### src/rtl/ntv_mtimer_if.sv
// rtl/ntv_mtimer_if.sv - native dmem-port bundle between the core and the machine timer
interface ntv_mtimer_if #(
  parameter int unsigned ADDR_WIDTH = 32
);
  logic                  r_en;
  logic                  w_en;
  logic [ADDR_WIDTH-1:0] addr;
  logic [31:0]           wdata;
  logic [3:0]            byteenable;
  logic [31:0]           rdata;

  modport master (
    output r_en, w_en, addr, wdata, byteenable,
    input  rdata
  );

  modport slave (
    input  r_en, w_en, addr, wdata, byteenable,
    output rdata
  );
endinterface

### src/rtl/ntv_mtimer.sv
// rtl/ntv_mtimer.sv - RISC-V mtime/mtimecmp responder with prescaler, sticky status and level irq
module ntv_mtimer #(
  parameter int unsigned PRESCALE   = 1,
  parameter int unsigned ADDR_WIDTH = 32
) (
  input  logic           clk,
  input  logic           rst_n,
  ntv_mtimer_if.slave    bus,
  output logic           timer_irq
);

  localparam int unsigned PW = (PRESCALE > 1) ? $clog2(PRESCALE) : 1;
  localparam logic [PW-1:0] PMAX = PW'(PRESCALE - 1);

  localparam logic [2:0] OFF_MTIME_LO = 3'd0;
  localparam logic [2:0] OFF_MTIME_HI = 3'd1;
  localparam logic [2:0] OFF_CMP_LO   = 3'd2;
  localparam logic [2:0] OFF_CMP_HI   = 3'd3;
  localparam logic [2:0] OFF_CTRL     = 3'd4;
  localparam logic [2:0] OFF_STATUS   = 3'd5;

  logic [63:0]   mtime_q, mtime_d;
  logic [63:0]   cmp_q, cmp_d;
  logic [31:0]   shadow_q, shadow_d;
  logic [31:0]   rdata_q, rdata_d;
  logic [1:0]    ctrl_q, ctrl_d;
  logic [PW-1:0] presc_q, presc_d;
  logic          pend_q, pend_d;
  logic          irq_q, irq_d;

  logic [2:0]    off;
  logic          hit;
  logic          tick;
  logic [31:0]   rd_val;
  logic          wr_lo, wr_hi;
  logic          unused_addr;

  function automatic logic [31:0] merge_lanes(input logic [31:0] old_v,
                                              input logic [31:0] new_v,
                                              input logic [3:0]  be);
    logic [31:0] res;
    for (int i = 0; i < 4; i++) begin
      res[8*i +: 8] = be[i] ? new_v[8*i +: 8] : old_v[8*i +: 8];
    end
    return res;
  endfunction

  assign off         = bus.addr[4:2];
  assign unused_addr = ^{bus.addr[ADDR_WIDTH-1:5], bus.addr[1:0]};
  assign hit         = (mtime_q >= cmp_q);
  assign tick        = ctrl_q[0] && (presc_q == PMAX);
  assign wr_lo       = bus.w_en && (off == OFF_MTIME_LO);
  assign wr_hi       = bus.w_en && (off == OFF_MTIME_HI);

  always_comb begin
    rd_val = 32'h0;
    case (off)
      OFF_MTIME_LO: rd_val = mtime_q[31:0];
      OFF_MTIME_HI: rd_val = shadow_q;
      OFF_CMP_LO:   rd_val = cmp_q[31:0];
      OFF_CMP_HI:   rd_val = cmp_q[63:32];
      OFF_CTRL:     rd_val = {30'h0, ctrl_q};
      OFF_STATUS:   rd_val = {31'h0, pend_q};
      default:      rd_val = 32'h0;
    endcase
  end

  always_comb begin
    mtime_d  = mtime_q;
    cmp_d    = cmp_q;
    shadow_d = shadow_q;
    rdata_d  = rdata_q;
    ctrl_d   = ctrl_q;
    presc_d  = presc_q;
    pend_d   = pend_q;
    irq_d    = ctrl_q[1] & hit;

    // Reads sample pre-write state so a same-cycle write to the same offset is not visible.
    if (bus.r_en) begin
      rdata_d = rd_val;
      if (off == OFF_MTIME_LO) shadow_d = mtime_q[63:32];
    end

    if (ctrl_q[0]) presc_d = tick ? '0 : presc_q + 1'b1;

    // A software write to either half owns mtime for this cycle; the tick is dropped.
    if (wr_lo || wr_hi) begin
      if (wr_lo) mtime_d[31:0]  = merge_lanes(mtime_q[31:0], bus.wdata, bus.byteenable);
      if (wr_hi) mtime_d[63:32] = merge_lanes(mtime_q[63:32], bus.wdata, bus.byteenable);
    end else if (tick) begin
      mtime_d = mtime_q + 64'd1;
    end

    if (bus.w_en) begin
      case (off)
        OFF_CMP_LO: cmp_d[31:0]  = merge_lanes(cmp_q[31:0], bus.wdata, bus.byteenable);
        OFF_CMP_HI: cmp_d[63:32] = merge_lanes(cmp_q[63:32], bus.wdata, bus.byteenable);
        OFF_CTRL:   if (bus.byteenable[0]) ctrl_d = bus.wdata[1:0];
        OFF_STATUS: if (bus.byteenable[0] && bus.wdata[0]) pend_d = 1'b0;
        default:    ;
      endcase
    end

    if (hit) pend_d = 1'b1;
  end

  always_ff @(posedge clk or negedge rst_n) begin
    if (!rst_n) begin
      mtime_q  <= 64'h0;
      cmp_q    <= 64'hFFFF_FFFF_FFFF_FFFF;
      shadow_q <= 32'h0;
      rdata_q  <= 32'h0;
      ctrl_q   <= 2'b00;
      presc_q  <= '0;
      pend_q   <= 1'b0;
      irq_q    <= 1'b0;
    end else begin
      mtime_q  <= mtime_d;
      cmp_q    <= cmp_d;
      shadow_q <= shadow_d;
      rdata_q  <= rdata_d;
      ctrl_q   <= ctrl_d;
      presc_q  <= presc_d;
      pend_q   <= pend_d;
      irq_q    <= irq_d;
    end
  end

  assign bus.rdata = rdata_q;
  assign timer_irq = irq_q;

endmodule
### src/flat_wrapper.sv
// flat-port wrapper written by rule: the top's interface ports become plain ports
module ntv_mtimer_flat 
#(
  parameter int unsigned PRESCALE   = 1,
  parameter int unsigned ADDR_WIDTH = 32
)
  (clk, rst_n, timer_irq, bus_r_en, bus_w_en, bus_addr, bus_wdata, bus_byteenable, bus_rdata);
  ntv_mtimer_if #(.ADDR_WIDTH(ADDR_WIDTH)) bus_i ();
  input  logic clk;
  input  logic rst_n;
  output logic timer_irq;
  input wire logic [$bits(bus_i.r_en)-1:0] bus_r_en;
  input wire logic [$bits(bus_i.w_en)-1:0] bus_w_en;
  input wire logic [$bits(bus_i.addr)-1:0] bus_addr;
  input wire logic [$bits(bus_i.wdata)-1:0] bus_wdata;
  input wire logic [$bits(bus_i.byteenable)-1:0] bus_byteenable;
  output wire logic [$bits(bus_i.rdata)-1:0] bus_rdata;
  assign bus_i.r_en = bus_r_en;
  assign bus_i.w_en = bus_w_en;
  assign bus_i.addr = bus_addr;
  assign bus_i.wdata = bus_wdata;
  assign bus_i.byteenable = bus_byteenable;
  assign bus_rdata = bus_i.rdata;
  ntv_mtimer #(.PRESCALE(PRESCALE), .ADDR_WIDTH(ADDR_WIDTH)) u_core (.clk(clk), .rst_n(rst_n), .bus(bus_i), .timer_irq(timer_irq));
endmodule
### config.mk
export PLATFORM = sky130hd
export DESIGN_NAME = ntv_mtimer_flat
export DESIGN_NICKNAME = d
export VERILOG_FILES = /design/src/rtl/ntv_mtimer_if.sv /design/src/rtl/ntv_mtimer.sv /design/src/flat_wrapper.sv
export SDC_FILE = /design/constraint.sdc
export NUM_CORES = 1
export LEC_CHECK = 0
export CAP_MARGIN = 20
export CORE_MARGIN = 2
export CORE_UTILIZATION = 50
export CTS_CLUSTER_SIZE = 25
export DETAILED_ROUTE_END_ITERATION = 8
export PLACE_DENSITY_LB_ADDON = 0.15
export SLEW_MARGIN = 10
export SYNTH_ARGS = -nofsm -noshare
export SYNTH_HDL_FRONTEND = slang
export SYNTH_SLANG_ARGS = --single-unit
### constraint.sdc
create_clock -name clk -period 3 [get_ports clk]
set_input_delay 0.75 -clock clk [delete_from_list [all_inputs] [get_ports clk]]
set_output_delay 0.75 -clock clk [all_outputs]
set_load 0.005 [all_outputs]
# Word level (Yosys, flattened, before mapping)
# Cells that the tools add are included.
# op_classes
n_addsub,2
n_mul,0
div_mod_pow,0
order_cmp,1
n_eq_ne,11
shifts,0
muxes,14
bitwise,2
reduce_logical,29
# ops
op,count
$pmux 32 s6,1
$mux 64,2
$add 64x1->64 const B,1
$ge 64x64->1,1
$mux 32,2
$reduce_and 3->1,18
$mux 8,4
$ne 2x2->1 const B,4
$reduce_bool 2->1,4
$eq 3x2->1 const B,2
$eq 3x3->1 const B,2
$mux 1,5
$logic_and 1x1->1,4
$ne 2x1->1 const B,2
$eq 3x1->1 const B,1
$logic_not 3->1,1
$reduce_and 2->1,1
$add 1x1->1 const B,1
$and 1x1->1,1
$logic_or 1x1->1,1
$not 1->1,1
# totals
reg_bits,197
latch_bits,0
mem_bits_rw,0
romBits,0
in_bits,72
out_inout_bits,33
n_memories,0

# Longest topological paths before layout
# logic_depth
depth_word,5
depth_mapped,8
ltp_nobuf,8

# Least setup slack after synthesis
# No wires, ideal clock.
# synth_timing
path_kind,input-to-reg
start,in bus_addr[3]
end,reg u_core.mtime_q[57]
setup_ps,120
arrival_ps,2403
required_ps,2880
slack_ps,477
stages,6
path_buffers,1
path_cell_list,clkbuf_1 > nor3b_2 > nand3_1 > and2_1 > or4_1 > a31o_1
# synth_between
elab_chain_cells,5
word_cells_on_any_way,10
cone_classes,eq/ne (3); mux (1); reduce/logical (6)
# synth_rtl
item,line,rtl
"start, declared",flat_wrapper.sv:14,input wire logic [$bits(bus_i.addr)-1:0] bus_addr;
$eq 3x1->1 / $logic_not 3->1 (equally long branches),"ntv_mtimer.sv:53, ntv_mtimer.sv:52",
"$logic_and 1x1->1, on equally long branches","ntv_mtimer.sv:53, ntv_mtimer.sv:52",
$logic_or 1x1->1,ntv_mtimer.sv:87,if (wr_lo || wr_hi) begin
$ne 2x2->1 (no line) (tied with other cells),--,
$reduce_and 3->1 (no line),--,
"end signal, assigned",ntv_mtimer.sv:118,mtime_q <= mtime_d;
"end, declared",ntv_mtimer.sv:22,"logic [63:0] mtime_q, mtime_d;"
# Parallel ways exist; a longest one is shown, timed or not.
# A chain may end at the register's enable or synchronous reset.

# Worst setup path after layout
# layout_timing
start,reg u_core.mtime_q[1]
end,reg u_core.mtime_q[44]
# layout_between
elab_chain_cells,3
# layout_rtl
item,line,rtl
$add 64x1->64,ntv_mtimer.sv:91,mtime_d = mtime_q + 64'd1;
$mux 64,ntv_mtimer.sv:90,end else if (tick) begin
$mux 64,ntv_mtimer.sv:87,
# No other way between the ends. The select of a mux whose other input is x is not followed.

==> qor.yml <==
htree_levels: 4
grt_usage: 0.3102
row_count: 55
ant_nets: 0
netlist.area_leader.share: 0.2893
crit_path_top_delay_cell: "nor4_1"
worst_slew_pin_slew_ns: 0.8003
drc: 0
synthDistinctLibCells: 72
p_int_uw: 6438
ios: 105
synth_nets: 1429
gr-total-overflow: 0
synthCells: 1292
crit_fanout: 6
avgRoutedWirePerCell_um: 21.21
async_reset_ff_frac: 1.000
synth_area_per_cell_um2: 8.906
cts_buffers: 17
die_x_um: 155.7
ctsResizeCount: 0
drtIter0Drc: 1125
synth_most_common_cell: "nand2_1"
clkLatencyLatePin_ns: 0.44
ys_seq_elements: 197
r2r_cells: 7
leakage_uw: 0.005625
synth.yosys.seq_area_share: 0.4354
whs_ns: 0.2850
netSwitchingFraction: 0.3718
ys.warnings.count: 0
grt_pass1_wl_mm: 58.22
peakVddDrop_mv: 0.3461
antenna_found_initial: 1
place_congestion: 0.9167
clockBufferDepth: 2
placed_area_um2: 13150
post-cts-setup-buffers: 0
period_share: 0.9017
max_slew_margin: 0.4640
cts_sinks: 197
pwr-share-comb: 0.352
yosys-mux-area-fraction: 0.03871
rsz0062_at_grt: "no"
design_area_um2: 13750
dpl.cell_count: 1677
die-area_um2: 24240
synth_top_family_by_area: "compound AO/OA/AOI/OAI gates"
finClkSkew_ns: 0.01183
drv_slew: 0
p_clk_frac: 0.235
worstPathRequired_ns: 3.32
switchingPower_uw: 3811
r2r_setup_slack_ns: 0.29
hold_viol_final: 0
min_path_type: "in2async"
setup_violations: 0
synthSimpleGateAreaFrac: 0.1874
drt-pass1-iter-count: 5
timing.setup.tns_ns: 0
grt_max_degree: 61
core_um2: 22640
initial_utilization: 0.5082
seq_power_share: 0.413
diodes: 0
critPathMaxStageDelay_ns: 0.56
area_growth_pct: 19.50
synth_xor_area_frac: 0
post-synth-top-area-cell: "dfrtp_1"
r2r_start: "u_core.mtime_q[1]"
root_buffer: "clkbuf_16"
clk_pin_slew_ns: 0.08
synth_compound_gate_area_share: 0.2119
grt_pass1_vias: 10327
period_minus_slack_ns: 2.705
timing.rr.end: "u_core.mtime_q[44]"
port_buffers: 75
vias: 10612
cap_violations: 0
synth.area.top_cells: "dfrtp_1 29%, dfstp_2 15%, ha_1 7.1%, o21ai_0 6.0%, nand2_1 5.6%"
tritoncts: "done"
hpwlAfterDp_mm: 26.14
cp-end-kind: "flip-flop"
postCtsHoldBufs: 0
via_per_inst: 6.209
p_per_area_nw_per_um2: 745.4
synthTopCellsByCount: "173 x nand2_1, 139 x o21ai_0, 133 x dfrtp_1, 104 x inv_1, 93 x a21oi_1"
netlist_area_um2: 11510
status: "complete, no violations"
path_class: "reg2reg"
wirelength_mm: 36.24
total_power_uw: 10250
layout-drive-gt1-share: 0.1643
arrival_ns: 3.03
filler_cell_count: 1989
nNetsFinal: 1548
synth-adder-area-share: 0.07068
chipHeight_um: 155.7
critPathLaunchType: "flip-flop"
finalNonFillerCells: 1709
synthFlopType: "dfrtp_1"
fmax_ghz: 0.3697
synth_edf_count: 0
crit_path_cell_trace: "ha_1 > and4_1 > and3_1 > nand4_1 > nor4_1 > a31oi_1 > o22a_1"
## worst max-delay path by stage
stage                            startpoint              endpoint  slack, ns  cells after the start
after floorplan                 bus_addr[3]    u_core.mtime_q[57]       0.48                      6
after global placement          bus_addr[4]  u_core.bus.rdata[19]      -0.07                      6
after detailed placement        bus_addr[3]    u_core.mtime_q[57]      -0.03                      7
after CTS                 u_core.mtime_q[1]    u_core.mtime_q[44]       0.36                      7
after global routing      u_core.mtime_q[1]    u_core.mtime_q[44]       0.18                      7
final                     u_core.mtime_q[1]    u_core.mtime_q[44]       0.29                      7
## final cells by class
cell class                 count  area, um^2  area share
clock buffer                  20       446.7     0.03249
clock inverter                12       151.4     0.01101
inverter                     104       390.4     0.02839
multi-input combinational    926        5873      0.4272
sequential                   197        5010      0.3644
tap                          285       356.6     0.02594
timing repair buffer         165        1521      0.1107
## stage by stage
stage	worst slack, ns	util
detailed placement	-0.02773	0.5809
global placement	-0.06922	0.5804
floorplan	0.4772	-
finish	0.2949	0.6073
CTS	0.3641	0.6073
global route	0.1850	0.6073
## power by group through the flow
stage / Clock, uW / Combinational (uW) / Sequential (uW)
6_report: 2410 / 3610 / 4230
5_1_grt: 2560 / 4040 / 4320
4_1_cts: 2430 / 3580 / 4200
3_5_place_dp: 0 / 3540 / 4240
3_3_place_gp: 0 / 3430 / 4220
2_1_floorplan: 0 / 2200 / 4090
## sequential cells by signal (all words and copies together), names as in the netlist
| signal | count |
|---|---|
| u_core.timer_irq | 1 |
| u_core.cmp_q | 64 |
| u_core.presc_q | 1 |
| u_core.ctrl_q | 2 |
| u_core.mtime_q | 64 |
| u_core.bus.rdata | 32 |
| u_core.shadow_q | 32 |
| u_core.pend_q | 1 |
## per-layer routing
metal | global-route usage | vias up | share of wire
met5 | 0 | - | 0.00036
met4 | 0.07907 | 2 | 0.021
met3 | 0.06639 | 60 | 0.086
met2 | 0.4743 | 458 | 0.44
met1 | 0.4501 | 5116 | 0.45
li1 | - | 4976 | -
## logic make-up after synthesis
kind of cell,count (synthesis)
buf+inv,169
mux,40
simple gates,422
flops,197
fa+ha+maj,65
compound gates,399
## critical path: cells and delay by family, from the launching register on
family                   cells  cell delay [ns]
AND/OR/NAND/NOR              4             1.52
flip-flops                   1             0.44
AO/OA/AOI/OAI                2             0.36
adder cells (fa/ha/maj)      1             0.26
## layout by cell type (no fill, tap or decap), types with 52 or more instances in the layout
master and count:
a21oi_1 93, ha_1 65, dfrtp_1 133, clkdlybuf4s50_1 74
nand2_1 173, dfstp_2 64, nand3_1 63, o22ai_1 52
o21ai_0 139, inv_1 104, buf_4 82
Power figures use the tool's default switching activity.
==> variant: new RTL, same flow settings <==
The output `timer_irq` loses its register stage (`irq_q` becomes a continuous assignment).
--- a/src/rtl/ntv_mtimer.sv
+++ b/src/rtl/ntv_mtimer.sv
@@ -113,7 +113,6 @@
       ctrl_q   <= 2'b00;
       presc_q  <= '0;
       pend_q   <= 1'b0;
-      irq_q    <= 1'b0;
     end else begin
       mtime_q  <= mtime_d;
       cmp_q    <= cmp_d;
@@ -122,9 +121,10 @@
       ctrl_q   <= ctrl_d;
       presc_q  <= presc_d;
       pend_q   <= pend_d;
-      irq_q    <= irq_d;
     end
   end
+
+  assign irq_q = irq_d;
 
   assign bus.rdata = rdata_q;
   assign timer_irq = irq_q;
Check against the original RTL: not equivalent (Yosys sat finds a counterexample within 4 cycles, from zero or initial values and one cycle with rst_n low).
==> variant against the unedited design <==
Wire length up 6.7%. Count of clock-buffer cells in the layout fell by 2. First-iteration DRC count increased by 2.8%. Utilization increased by 5.1 points. Worst setup slack worse by 0.82 ns. The run now ends with negative setup slack left. Synthesized area down 0.22%. Sequential cell count down 1. Critical endpoint is now timer_irq. Final area is 8.1% higher. Power up 11%.
==> variant: results <==
[grt]
groute.layer.met3.usage_pct = 5.08
grt_use_met1_pct = 46.9
number_of_global_route_vias_before_repair = 10800
pin_count_of_the_biggest_net_entering_global_routing = 111
grt_use_met2_pct = 50.4
grt_pass1_wl_um = 60700

[power]
vdd.ir_drop.worst_v = 0.000386
power.static_leakage_nw = 6.17

[placement]
dpl_cell_area_mm2 = 0.0139
dp_slack_ns = -0.779
hpwl_um = 27800

[timing]
clock-skew-final_ns = 0.0119
final.setup.tns_ns = -0.523
maxSlewHeadroom_pct = 50.3
setup_viol = 1
timing.final.ws_setup_ns = -0.523

[run_status]
failed_checks = negative setup slack
outcome = finished, violations left

[clock_tree]
ctsResizeCount = 37
post-cts-setup-buffers = 7

[synthesis]
yosys-top-cells-area = sky130_fd_sc_hd__dfrtp_1, sky130_fd_sc_hd__dfstp_2, sky130_fd_sc_hd__ha_1
synth-seq-area-share_pct = 43.4
synthesis.instances = 1291
postSynthNetCount = 1428
synth.top_cells.by_count = sky130_fd_sc_hd__nand2_1, sky130_fd_sc_hd__o21ai_0, sky130_fd_sc_hd__dfrtp_1, sky130_fd_sc_hd__inv_1, sky130_fd_sc_hd__a21oi_1

[drt]
wirelength_um = 38700
wl_met2_um = 17200
metal3_wl_um = 3420
vias = 11300
drtIter0Drc = 1156
highest-signal-layer = met4

[worst_setup_path]
max_stage_delay_ns = 0.54
rr_endpoint = u_core.mtime_q[57]
critical-path-top-delay-family = compound AO/OA/AOI/OAI gates
worst_r2r_startpoint = u_core.mtime_q[2]
crit_path_top_delay_cell = sky130_fd_sc_hd__dfstp_2
ff2ff_setup_slack_ns = 0.26

[finish]
share_of_layout_cells_above_drive_strength_1_pct = 25.2
## variant: cell count changes in the layout (fill, tap and decap cells not counted), sizes merged, moves of 2 or more
| cell | unedited run | this run |
|---|---|---|
| buf | 90 | 199 |
| bufinv | 3 | 1 |
| clkbuf | 21 | 19 |
| clkinv | 4 | 7 |
| inv | 107 | 109 |
## variant: area by class of cell
cell class                      instances  area, um^2
Fill cell                            1862        7710
Multi-Input combinational cell        926        6190
Sequential cell                       196        4980
Timing Repair Buffer                  273        2350
Clock buffer                           18         439
Inverter                              104         390
Tap cell                              285         357
Clock inverter                         14         145
## variant: where the power goes
part	switching, mW	internal [mW]	total, mW	leakage (nW)
Sequential	0.433	3.52	3.95	2.23
Clock	1.14	1.20	2.34	0.288
Combinational	2.71	2.34	5.06	3.65
## variant: cells by family (layout without fill, tap and decap cells)
kind of cell,Yosys count,after routing,synth area share (%)
flops,196,196,43.4
compound gates,399,399,21.2
mux,40,40,3.88
simple gates,422,422,18.8
buf+inv,169,409,5.60
fa+ha+maj,65,65,7.08
